`config.mk`:
```
export PLATFORM = sky130hd
export DESIGN_NAME = fifo_uart_tx
export DESIGN_NICKNAME = d
export VERILOG_FILES = /design/src/rtl/fifo_uart_tx.sv
export SDC_FILE = /design/constraint.sdc
export NUM_CORES = 1
export LEC_CHECK = 0
export ABC_AREA = 1
export BUFFER_PORTS_ARGS = -buffer_cell sky130_fd_sc_hd__buf_2
export CAP_MARGIN = 20
export CORE_MARGIN = 2
export CORE_UTILIZATION = 23
export CTS_CLUSTER_SIZE = 8
export DETAILED_ROUTE_END_ITERATION = 10
export SKIP_CTS_REPAIR_TIMING = 1
export SLEW_MARGIN = 20
export SYNTH_ARGS = -nofsm -noshare
export SYNTH_HDL_FRONTEND = slang
export SYNTH_SLANG_ARGS = --single-unit
```
`constraint.sdc`:
```
create_clock -name clk -period 2.2 [get_ports clk]
set_input_delay 0 -clock clk [delete_from_list [all_inputs] [get_ports clk]]
set_output_delay 0 -clock clk [all_outputs]
set_load 0.005 [all_outputs]
```
`src/rtl/fifo_uart_tx.sv`:
```
// UART 8N1-style transmitter that drains a show-ahead synchronous FIFO, LSB first.
// Optional even parity bit is compiled in with FIFO_UART_TX_PARITY_EN.
module fifo_uart_tx #(
   parameter int DATA_WIDTH   = 8,
   parameter int CLKS_PER_BIT = 16,
   parameter int STOP_BITS    = 1
) (
   input  logic                  clk,
   input  logic                  rst,
   input  logic [DATA_WIDTH-1:0] fifo_dout,
   input  logic                  fifo_empty,
   output logic                  fifo_rd_en,
   output logic                  tx,
   output logic                  busy,
   output logic                  tx_done
);

   localparam int CW = $clog2(CLKS_PER_BIT);
   localparam int IW = (DATA_WIDTH > 1) ? $clog2(DATA_WIDTH) : 1;
   localparam logic [CW-1:0] BAUD_LAST = CW'(CLKS_PER_BIT - 1);
   localparam logic [IW-1:0] BIT_LAST  = IW'(DATA_WIDTH - 1);
   localparam logic          STOP_LAST = 1'(STOP_BITS - 1);

   typedef enum logic [2:0] {
      S_IDLE  = 3'd0,
      S_START = 3'd1,
      S_DATA  = 3'd2,
      S_STOP  = 3'd3
`ifdef FIFO_UART_TX_PARITY_EN
      , S_PARITY = 3'd4
`endif
   } state_t;

   state_t                state_q, state_d;
   logic [CW-1:0]         baud_q, baud_d;
   logic [IW-1:0]         bit_idx_q, bit_idx_d;
   logic                  stop_idx_q, stop_idx_d;
   logic [DATA_WIDTH-1:0] shift_q, shift_d;
   logic                  tx_q, tx_d;
   logic                  done_q, done_d;
`ifdef FIFO_UART_TX_PARITY_EN
   logic                  parity_q, parity_d;
`endif
   logic                  baud_tick;

   always_ff @(posedge clk) begin
      if (rst) begin
         state_q    <= S_IDLE;
         baud_q     <= '0;
         bit_idx_q  <= '0;
         stop_idx_q <= 1'b0;
         shift_q    <= '0;
         tx_q       <= 1'b1;
         done_q     <= 1'b0;
`ifdef FIFO_UART_TX_PARITY_EN
         parity_q   <= 1'b0;
`endif
      end else begin
         state_q    <= state_d;
         baud_q     <= baud_d;
         bit_idx_q  <= bit_idx_d;
         stop_idx_q <= stop_idx_d;
         shift_q    <= shift_d;
         tx_q       <= tx_d;
         done_q     <= done_d;
`ifdef FIFO_UART_TX_PARITY_EN
         parity_q   <= parity_d;
`endif
      end
   end

   always_comb begin
      baud_tick  = (baud_q == BAUD_LAST);
      state_d    = state_q;
      baud_d     = baud_tick ? '0 : baud_q + 1'b1;
      bit_idx_d  = bit_idx_q;
      stop_idx_d = stop_idx_q;
      shift_d    = shift_q;
      tx_d       = tx_q;
      done_d     = 1'b0;
`ifdef FIFO_UART_TX_PARITY_EN
      parity_d   = parity_q;
`endif
      case (state_q)
         S_IDLE: begin
            baud_d     = '0;
            bit_idx_d  = '0;
            stop_idx_d = 1'b0;
            tx_d       = 1'b1;
            // The head word is consumed on the same edge that pops it.
            if (fifo_rd_en) begin
               shift_d = fifo_dout;
`ifdef FIFO_UART_TX_PARITY_EN
               parity_d = ^fifo_dout;
`endif
               state_d = S_START;
               tx_d    = 1'b0;
            end
         end
         S_START: begin
            if (baud_tick) begin
               state_d = S_DATA;
               tx_d    = shift_q[0];
            end
         end
         S_DATA: begin
            if (baud_tick) begin
               shift_d = shift_q >> 1;
               if (bit_idx_q == BIT_LAST) begin
                  bit_idx_d = '0;
`ifdef FIFO_UART_TX_PARITY_EN
                  state_d = S_PARITY;
                  tx_d    = parity_q;
`else
                  state_d = S_STOP;
                  tx_d    = 1'b1;
`endif
               end else begin
                  bit_idx_d = bit_idx_q + 1'b1;
                  tx_d      = shift_d[0];
               end
            end
         end
`ifdef FIFO_UART_TX_PARITY_EN
         S_PARITY: begin
            if (baud_tick) begin
               state_d = S_STOP;
               tx_d    = 1'b1;
            end
         end
`endif
         S_STOP: begin
            tx_d = 1'b1;
            if (baud_tick) begin
               if (stop_idx_q == STOP_LAST) begin
                  stop_idx_d = 1'b0;
                  state_d    = S_IDLE;
                  done_d     = 1'b1;
               end else begin
                  stop_idx_d = stop_idx_q + 1'b1;
               end
            end
         end
         default: begin
            state_d = S_IDLE;
            baud_d  = '0;
            tx_d    = 1'b1;
         end
      endcase
   end

   always_comb begin
      fifo_rd_en = 1'b0;
      busy       = (state_q != S_IDLE);
      tx         = tx_q;
      tx_done    = done_q;
      if (state_q == S_IDLE && !fifo_empty && !rst)
         fifo_rd_en = 1'b1;
   end

endmodule
```
# == After elaboration in Yosys (flattened, before gate mapping) ==
# Index checks and enable logic that the tools add are counted.
# op_classes
addsub,3
n_mul,0
n_div,0
magnitude_cmp,0
eq_ne,11
shifts,0
n_mux,23
n_bitwise,3
n_reduce_logical,16
# op_table
cell,n
$mux W3,8
$mux W8,2
$pmux W8 S2,1
$ne A2 B2 Y1 const B,6
$pmux W3 S4,1
$reduce_or A3 Y1,3
$mux W1,8
$eq A3 B2 Y1 const B,2
$pmux W3 S2,1
$reduce_and A2 Y1,3
$reduce_and A6 Y1,1
$add A4 B1 Y4 const B,1
$eq A4 B4 Y1 const B,1
$reduce_bool A2 Y1,2
$add A3 B1 Y3 const B,1
$eq A3 B1 Y1 const B,1
$eq A3 B3 Y1 const B,1
$logic_not A3 Y1,1
$not A1 Y1,3
$pmux W1 S3,1
$reduce_and A3 Y1,1
$reduce_bool A3 Y1,1
$logic_and A1 B1 Y1,2
$logic_not A1 Y1,2
other kinds (2),2
# totals
regBits,21
latchBits,0
ramBits,0
romBits,0
input_bits,11
mem_count,0

# == Depth between registers and ports, before layout ==
# Gate-level depths: netlist of the first run.
# logic_depth
depth_word,6
mapped_depth,10
depth_no_buf,9

# == Worst setup path before layout of the first run ==
# Ideal clock, no wire load.
# synth_timing
path_type,reg2reg
start,reg state_q[0]
end,reg shift_q[4]
setup_time_ns,0.113
t_arrival_ns,1.298
path_slack_ns,0.789
stages_incl_launch_ff,11
path_buffers,2
synth_period_minus_slack_ns,1.411
cell_sequence,dfxtp_1 inv_1 ha_1 buf_4 nor2_4 inv_2 nand3_4 buf_8 nand2_2 nand2_1 nor2_1
# synth_via
elab_chain_len,6
elab_cells_between_ends,10
classes_between,eq/ne (3); mux (2); reduce/logical (5)
# synth_lines
element,line,rtl
from (decl),34,"state_t state_q, state_d;"
from (signal assigned),59,state_q <= state_d;
$logic_not A3 Y1,"84, 157",
$logic_and A1 B1 Y1 (2 in series),157,if (state_q == S_IDLE && !fifo_empty && !rst)
$mux W1,157,
$ne A2 B2 Y1 (no source line),n/a,
$reduce_and A3 Y1 (no source line),n/a,
to (signal assigned),63,shift_q <= shift_d;
to (decl),38,"logic [DATA_WIDTH-1:0] shift_q, shift_d;"
# Several ways; a longest one is shown, not always the timed one.
# A chain may end at the register's enable or synchronous reset.

# == Final worst setup path of the first run ==
# layout_timing
start,reg state_q[0]
end,reg state_q[1]
# layout_via
elab_chain_len,6
elab_cells_between_ends,15
classes_between,eq/ne (9); mux (2); reduce/logical (4)
# layout_lines
element,line
$logic_not A3 Y1,"84, 157"
$logic_and A1 B1 Y1 (2 in series),157
$mux W1,157
$ne A2 B2 Y1 (no source line),n/a
$reduce_and A6 Y1 (no source line),n/a
# Several ways; a longest one is shown, not always the timed one.

==> impl_metrics.ini, run 1 <==
[status]
status = finished, final reports clean

[route]
drc = 0
ant_nets = 0
num_vias = 882
drtIter0Drc = 32
via_per_inst = 4.18
wire_per_inst_um = 8.73
finalWirelength_um = 1840
dr.pass1.iters = 4

[placement]
dp_hpwl_um = 1450
port_buffers = 14
gp_congestion = 0.788
placedCellCount = 207

[die]
die_w_um = 71.8
rows = 24
ios = 15
start_util_pct = 24.1
core_area_um2 = 4380
die_y_um = 71.8
dieArea_um2 = 5150

[logic_synthesis]
syn_inst = 145
synth_fp_nets = 164
synth_cell_types = 23
yosys_warnings = 0
syn_area_per_cell_um2 = 7.28
ys_seq_area_share_pct = 36.0
syn_area_um2 = 1060
synth_seq_cells = 19

[sta]
skew_ps = 2.00
finalHoldViolations = 0
max-slew-margin-rel_pct = 72.6
rsz0062_at_grt = no
maxSlewViolCount = 0
tns_ps = 0
post-route-period-util_pct = 76.7
setup_violations = 0
worstMarginPinSlew_ps = 411
fmax_mhz = 593
fin_crit_ps = 1690

[cells_and_area]
fin_cells = 211
area_growth_syn_to_layout_pct = 13.2
antenna_cells = 0
layout_common_cells = 31 x nand2_1, 28 x nor2_1, 19 x dfxtp_1
layout-drive-gt1-share_pct = 17.6
fin_nets = 179
final_common_cell = nand2_1
fill_cells = 496

[clock_tree]
clockBufferDepth = 2
cts_sinks = 19
cts_buffers = 3
cts_root_buf = clkbuf_8
clk_latency_ps = 250
cts_tree = yes
clk_pin_slew_ps = 70
cts_max_level = 1

[job]
maxCapViolations = 0

[pwr]
powerDensity_nw_per_um2 = 1090
total_leakage_power_nw = 0.592
ir_drop_mv = 0.523

[worst_hold_path]
hold_path.class = primary input to flip-flop
worstHoldPathCells = 2

[setup_path]
end_kind = flip-flop
crit_end = state_q[1]$_SDFFE_PP0P_
r2r_start = state_q[0]$_SDFFE_PP0P_
ff2ff_path_depth = 9
cp-startpoint = state_q[0]$_SDFFE_PP0P_
worstPathMaxFanout = 15
path_class = flip-flop to flip-flop
cp.required_ps = 2350
start_kind = flip-flop
r2r-end = state_q[1]$_SDFFE_PP0P_
cp.arrival_ps = 1840
ff2ff_setup_slack_ps = 510

[global_route]
grt_pass1_vias = 883
antenna_found_initial = 0
grt_max_degree = 16
grt_pass1_wl_um = 3550
grt_overflow = 0
grt_usage_pct = 8.33
==> registers in the layout, indices dropped and copies added, names as in the netlist <==
signal,count
shift_q,8
state_q,2
bit_idx_q,3
baud_q,4
tx_done,1
tx,1
==> logic make-up (layout without fill, tap and decap cells) <==
| family | after synthesis | in the layout | synth area share, % |
|---|---|---|---|
| simple gates | 75 | 75 | 32.8 |
| xor+xnor | 1 | 1 | 0.830 |
| flops | 19 | 19 | 36.0 |
| compound gates | 18 | 18 | 9.84 |
| fa+ha+maj | 8 | 8 | 9.48 |
| buf+inv | 24 | 38 | 11.0 |
==> per-layer routing <==
metal  GRT usage (%)  wire (um)  up-vias
met2            14.6        791       12
met3            3.23         98        2
met1            10.1        946      386
met4           0.629          7        0
li1                -          -      482
met5               0          0        -
==> worst max-delay path: stages (launching register included) <==
cell and delay (ps):
dfxtp_1 350, inv_1 100, ha_1 410, inv_2 200, nor2_1 200, inv_2 70
nand2_1 70, nor2_1 50, nor2_1 90, nor2_1 50
==> worst min-delay path by stage <==
stage,from,slack (ps),end
finish,rst,20,shift_q[7]$_SDFFE_PP0P_
global route,rst,40,shift_q[7]$_SDFFE_PP0P_
CTS,fifo_dout[7],30,shift_q[7]$_SDFFE_PP0P_
detailed placement,fifo_empty,280,fifo_rd_en
global placement,fifo_empty,280,fifo_rd_en
floorplan,rst,30,fifo_rd_en
==> Yosys cell counts (all sizes together) <==
| cell | instances | area, um2 |
|---|---|---|
| dfxtp | 19 | 380 |
| xnor2 | 1 | 8.76 |
| o211ai | 1 | 7.51 |
| nand2 | 34 | 140 |
| nand3 | 6 | 55.1 |
| nor3 | 2 | 10.0 |
| nor2 | 29 | 116 |
| nand4 | 3 | 18.8 |
| o21ai | 11 | 66.3 |
| inv | 20 | 75.1 |
| ha | 8 | 100 |
| clkbuf | 1 | 13.8 |
| buf | 3 | 27.5 |
| a21oi | 6 | 30.0 |
| or2 | 1 | 6.26 |
==> final cells by class <==
type	count	area, um2	area share (%)
Tap cell	52	65.1	5.45
Clock buffer	4	45.0	3.77
Timing Repair Buffer	14	70.1	5.86
Sequential cell	19	380	31.8
Inverter	20	75.1	6.28
Multi-Input combinational cell	102	559	46.8
==> where the power goes <==
group          switching (W)  leakage, nW  internal (W)
sequential         0.0000452        0.156      0.000431
clock               0.000108       0.0228      0.000129
combinational       0.000377        0.413      0.000213
total               0.000530        0.592      0.000772
==> stage by stage <==
step | hold slack [ps] | instance area [um2] | setup WS [ps] | utilization, % | power, W
after CTS | 26.4 | 1190 | 510 | 27.3 | 0.00132
after floorplan | 34.2 | 1060 | 789 | - | 0.000998
final | 18.3 | 1190 | 513 | 27.3 | 0.00130
after global routing | 38.7 | 1190 | 338 | 27.3 | 0.00145
after global placement | 282 | 1150 | 583 | 26.2 | 0.00108
after detailed placement | 278 | 1150 | 515 | 26.2 | 0.00108
No activity file was read; power rests on OpenSTA's default activity.
==> run 2, diff against run 1 <==
Settings changed: ABC_AREA 1 to 0.
Clock period 2.2 ns to 1.7 ns, I/O delays scaled along.
==> run 2 against run 1 <==
Compared with the run above:
- the flow now finishes with violations (setup timing)
- synthesized area is 1.9% higher
- sequential share of layout area is 2.9 points lower
- setup slack worse by 530 ps
- power is 46% higher
- utilization is 2.9 points higher
- combinational power is 54% higher
- clock power is 37% higher
- clock skew is 3.0 ps higher
- worst hold slack better by 53 ps
- first-iteration DRC count is 59% lower
- critical path type unchanged
- highest routed layer unchanged
==> impl_metrics.ini, run 2 <==
[logic_synthesis]
yosys_warnings = 0
synth_cell_types = 30
yosys.area.top_type = dfxtp_1
async_reset_ff_share_pct = 0
synth_top_area_share_pct = 35.3
ys.flop_type = dfxtp_1
synth_area_leaders = dfxtp_1 35%, a211oi_1 9.8%, ha_1 9.3%, mux2_2 7.3%, inv_1 3.8%
syn_area_per_cell_um2 = 9.36
synth_edf_count = 0
ys_seq_area_share_pct = 35.3
synth_seq_cells = 19
yosysMostFrequentCell = dfxtp_1
synth_top_cells_by_count = 19 x dfxtp_1, 14 x a211oi_1, 11 x inv_1, 8 x ha_1, 8 x nor2_1
synth_fp_nets = 134
syn_inst = 115
syn_area_um2 = 1080

[setup_path]
ff2ff_path_depth = 5
worstPathMaxFanout = 4
ff2ff_setup_slack_ps = -20
max_stage_delay_ps = 390
crit_end = state_q[0]$_SDFFE_PP0P_
cp_slowest_cell = or3_4
cp.required_ps = 1850
end_kind = flip-flop
path_class = flip-flop to flip-flop
crit_chain = inv_4, ha_4, or3_4, a221oi_4, mux2_4
start_kind = flip-flop
cp.depth = 5
r2r_start = state_q[0]$_SDFFE_PP0P_
critical-path-top-delay-family = simple AND/OR/NAND/NOR gates
cp.arrival_ps = 1870
cp-startpoint = state_q[0]$_SDFFE_PP0P_
r2r-end = state_q[0]$_SDFFE_PP0P_
critPathBufInv = 1

[sta]
finalHoldViolations = 0
fmax_mhz = 583
setup_violations = 1
tns_ps = -15.3
hold-worst-slack_ps = 71.5
max-slew-margin-rel_pct = 82.0
postLayoutSetupSlackWorst_ps = -15.3
rsz0062_at_grt = yes
fin_crit_ps = 1720
maxSlewViolCount = 0
post-route-period-util_pct = 101
skew_ps = 4.98
worstMarginPinSlew_ps = 270

[route]
drtIter0Drc = 13
dr.pass1.iters = 4
via_per_inst = 4.59
drc = 0
ant_nets = 0
finalWirelength_um = 2320
wire_per_inst_um = 12.3
num_vias = 867

[cells_and_area]
reg_top3 = shift_q: 8 flops, baud_q: 4 flops, bit_idx_q: 3 flops
largest_reg_flops = 8
layout_common_cells = 17 x dfxtp_1, 14 x buf_2, 12 x buf_4
multiInputGateArea_um2 = 638
fill_cells = 475
fin_nets = 157
area_growth_syn_to_layout_pct = 24.5
layout-drive-gt1-share_pct = 35.8
fin_area_um2 = 1340
top_register = shift_q
final_common_cell = dfxtp_1
antenna_cells = 0
seq_area_um2 = 388
fin_cells = 189

[status]
failed_checks = setup timing
status = complete, but fails checks

[die]
die_y_um = 72.4
rows = 24
start_util_pct = 24.2
core_area_um2 = 4440
ios = 15
die_w_um = 72.4
dieArea_um2 = 5240

[worst_hold_path]
hold_path.class = primary input to flip-flop

[placement]
pre_cts_slack_ps = -56.7
dp_hpwl_um = 1740
port_buffers = 14
placedCellCount = 183
gp_congestion = 0.730
dpl_cell_area_um2 = 1260

[clock_tree]
cts_tree = yes
cts_buffers = 3
cts_sinks = 19
clockBufferDepth = 2
clk_pin_slew_ps = 80
clk_latency_ps = 260
cts_root_buf = clkbuf_8
cts_max_level = 1

[global_route]
grt_pass1_wl_um = 3840
grt_pass1_vias = 843
grt_max_degree = 13
grt_usage_pct = 9.37
grt_overflow = 0
antenna_found_initial = 0

[pwr]
total_leakage_power_nw = 0.542
powerDensity_nw_per_um2 = 1410
ir_drop_mv = 0.401

[job]
maxCapViolations = 0
-- run 2: cell types whose count changed after synthesis, sizes merged, moves of 8 or more --
cell    delta
nand2     -33
nor2      -21
a211oi    +14
inv        -9
o21ai      -9
mux2       +8
-- run 2: report_power, final --
part	switching (W)	leakage, nW	internal [W]
Combinational	0.000446	0.362	0.000461
Sequential	0.0000859	0.157	0.000578
Clock	0.000158	0.0228	0.000167
Total	0.000690	0.542	0.00121
-- run 2: worst min path at each step --
stage / startpoint / cells after the start / slack (ps) / to
2_1_floorplan: fifo_empty / 1 / 30 / fifo_rd_en
6_report: rst / 2 / 70 / bit_idx_q[2]$_SDFFE_PP0P_
3_3_place_gp: fifo_empty / 3 / 330 / fifo_rd_en
4_1_cts: rst / 2 / 70 / bit_idx_q[2]$_SDFFE_PP0P_
5_1_grt: rst / 2 / 80 / bit_idx_q[1]$_SDFFE_PP0P_
3_5_place_dp: fifo_empty / 3 / 330 / fifo_rd_en
-- run 2: area by class of cell --
type	instances	area share, %
sequential	19	28.9
inverter	11	3.27
multi-input combinational	77	47.6
timing repair buffer	26	12.0
tap	52	4.86
clock buffer	4	3.36
-- run 2: stage by stage --
stage                     util, %  power [W]
after global routing         30.2    0.00203
final                        30.2    0.00190
after floorplan                 -    0.00126
after global placement       28.3    0.00150
after detailed placement     28.3    0.00152
after CTS                    29.3    0.00185
-- run 2: kinds of logic after synthesis --
group	count (synthesis)	share of synthesized area, %
muxes	10	10.6
AOI/OAI and AO/OA	25	18.4
adders and majority gates	8	9.30
xor gates and xnor gates	2	1.63
DFF	19	35.3
buffers and inverters	19	8.26
and+or+nand+nor	32	16.5
-- run 2: routing by layer --
metal | track usage [%] | routed length (um) | vias up
met5 | 0 | 0 | -
met4 | 3.70 | 49 | 0
met3 | 1.25 | 35 | 5
met2 | 16.2 | 1120 | 9
met1 | 11.7 | 1120 | 395
li1 | - | - | 458
-- run 2: worst reg2reg max path, cell delays in order, from the launching register on --
cell	delay [ps]
dfxtp_4	380
inv_4	50
ha_4	140
or3_4	390
a221oi_4	320
mux2_4	330
==> run 3, diff against run 2 <==
Settings changed: CTS_BUF_LIST set to sky130_fd_sc_hd__clkbuf_8 sky130_fd_sc_hd__clkbuf_16.
==> run 3 against run 2 <==
Compared with the run above:
- clock skew about the same
- final cell count unchanged
- highest routed layer unchanged
- the run still ends with setup timing left
- via count unchanged
- global-route usage unchanged
==> impl_metrics.ini, run 3 (same netlist as run 2, synthesis figures left out) <==
[die]
rows = 24
core_area_um2 = 4440
die_w_um = 72.4
dieArea_um2 = 5240
die_y_um = 72.4
ios = 15
start_util_pct = 24.2

[sta]
worstMarginPinSlew_ps = 270
setup_violations = 1
maxSlewViolCount = 0
fmax_mhz = 583
fin_crit_ps = 1720
finalHoldViolations = 0
postLayoutSetupSlackWorst_ps = -15.4
rsz0062_at_grt = yes
post-route-period-util_pct = 101
max-slew-margin-rel_pct = 82.0
skew_ps = 5.12
hold-worst-slack_ps = 71.5

[route]
num_vias = 867
wire_per_inst_um = 12.3
dr.pass1.iters = 4
ant_nets = 0
finalWirelength_um = 2320
drtIter0Drc = 13
drc = 0
via_per_inst = 4.59

[setup_path]
cp.required_ps = 1850
ff2ff_setup_slack_ps = -20
worstPathMaxFanout = 4
path_class = flip-flop to flip-flop
cp.arrival_ps = 1870
critical-path-top-delay-family = simple AND/OR/NAND/NOR gates
critPathBufInv = 1
cp.depth = 5
max_stage_delay_ps = 390
crit_end = state_q[0]$_SDFFE_PP0P_
cp-startpoint = state_q[0]$_SDFFE_PP0P_
crit_chain = inv_4, ha_4, or3_4, a221oi_4, mux2_4
end_kind = flip-flop
start_kind = flip-flop
r2r-end = state_q[0]$_SDFFE_PP0P_
cp_slowest_cell = or3_4
r2r_start = state_q[0]$_SDFFE_PP0P_
ff2ff_path_depth = 5

[cells_and_area]
top_register = shift_q
final_common_cell = dfxtp_1
antenna_cells = 0
final_util_pct = 30.2
area_growth_syn_to_layout_pct = 24.5
reg_top3 = shift_q: 8 flops, baud_q: 4 flops, bit_idx_q: 3 flops
layout_common_cells = 17 x dfxtp_1, 14 x buf_2, 12 x buf_4
layout-drive-gt1-share_pct = 35.8
fin_nets = 157
largest_reg_flops = 8

[clock_tree]
cts_max_level = 1
clk_pin_slew_ps = 80
cts_sinks = 19
clockBufferDepth = 2
cts_buffers = 3
clk_latency_ps = 260
cts_root_buf = clkbuf_8
cts_tree = yes

[status]
status = complete, but fails checks
failed_checks = setup timing

[global_route]
grt_pass1_wl_um = 3840
antenna_found_initial = 0
grt_usage_pct = 9.37
grt_overflow = 0
grt_pass1_vias = 843
grt_max_degree = 13

[placement]
dp_hpwl_um = 1740
port_buffers = 14
pre_cts_slack_ps = -56.7
gp_congestion = 0.730

[pwr]
powerDensity_nw_per_um2 = 1410
ir_drop_mv = 0.396
total_leakage_power_nw = 0.546
finalPower_w = 0.00189

[job]
maxCapViolations = 0

[worst_hold_path]
hold_path.class = primary input to flip-flop
## run 3: stage by stage
step | cell area (um2) | std cells | setup TNS (ps)
floorplan | 1090 | 115 | 0
global placement | 1260 | 183 | 0
detailed placement | 1260 | 183 | -113
CTS | 1300 | 187 | -153
global route | 1340 | 189 | -286
finish | 1340 | 189 | -15.4
## run 3: worst min path at each step
stage | start | cells after the start | slack [ps] | to
final | rst | 2 | 70 | bit_idx_q[2]$_SDFFE_PP0P_
after global routing | rst | 2 | 80 | bit_idx_q[1]$_SDFFE_PP0P_
after CTS | rst | 2 | 70 | bit_idx_q[2]$_SDFFE_PP0P_
after detailed placement | fifo_empty | 3 | 330 | fifo_rd_en
after global placement | fifo_empty | 3 | 330 | fifo_rd_en
after floorplan | fifo_empty | 1 | 30 | fifo_rd_en
## run 3: final cells by class
class | count | area, um2
multi-input cells | 77 | 638
clock buffers | 3 | 41.3
clock inverters | 1 | 3.75
flip-flops and latches | 19 | 388
fillers | 475 | 3100
repair buffers | 26 | 160
well taps | 52 | 65.1
inverters | 11 | 43.8
## run 3: metal layers
metal / track usage, % / part of all wire, % / vias to the layer above / wire [um]
li1: - / - / 458 / -
met5: 0 / 0 / - / 0
met3: 1.25 / 1.5 / 5 / 35
met1: 11.7 / 48 / 395 / 1120
met4: 3.70 / 2.1 / 0 / 49
met2: 16.2 / 48 / 9 / 1120
## run 3: power by group
group          switching [W]  internal, W
Clock               0.000158     0.000161
Sequential         0.0000859     0.000578
Combinational       0.000446     0.000461
Total               0.000690      0.00120
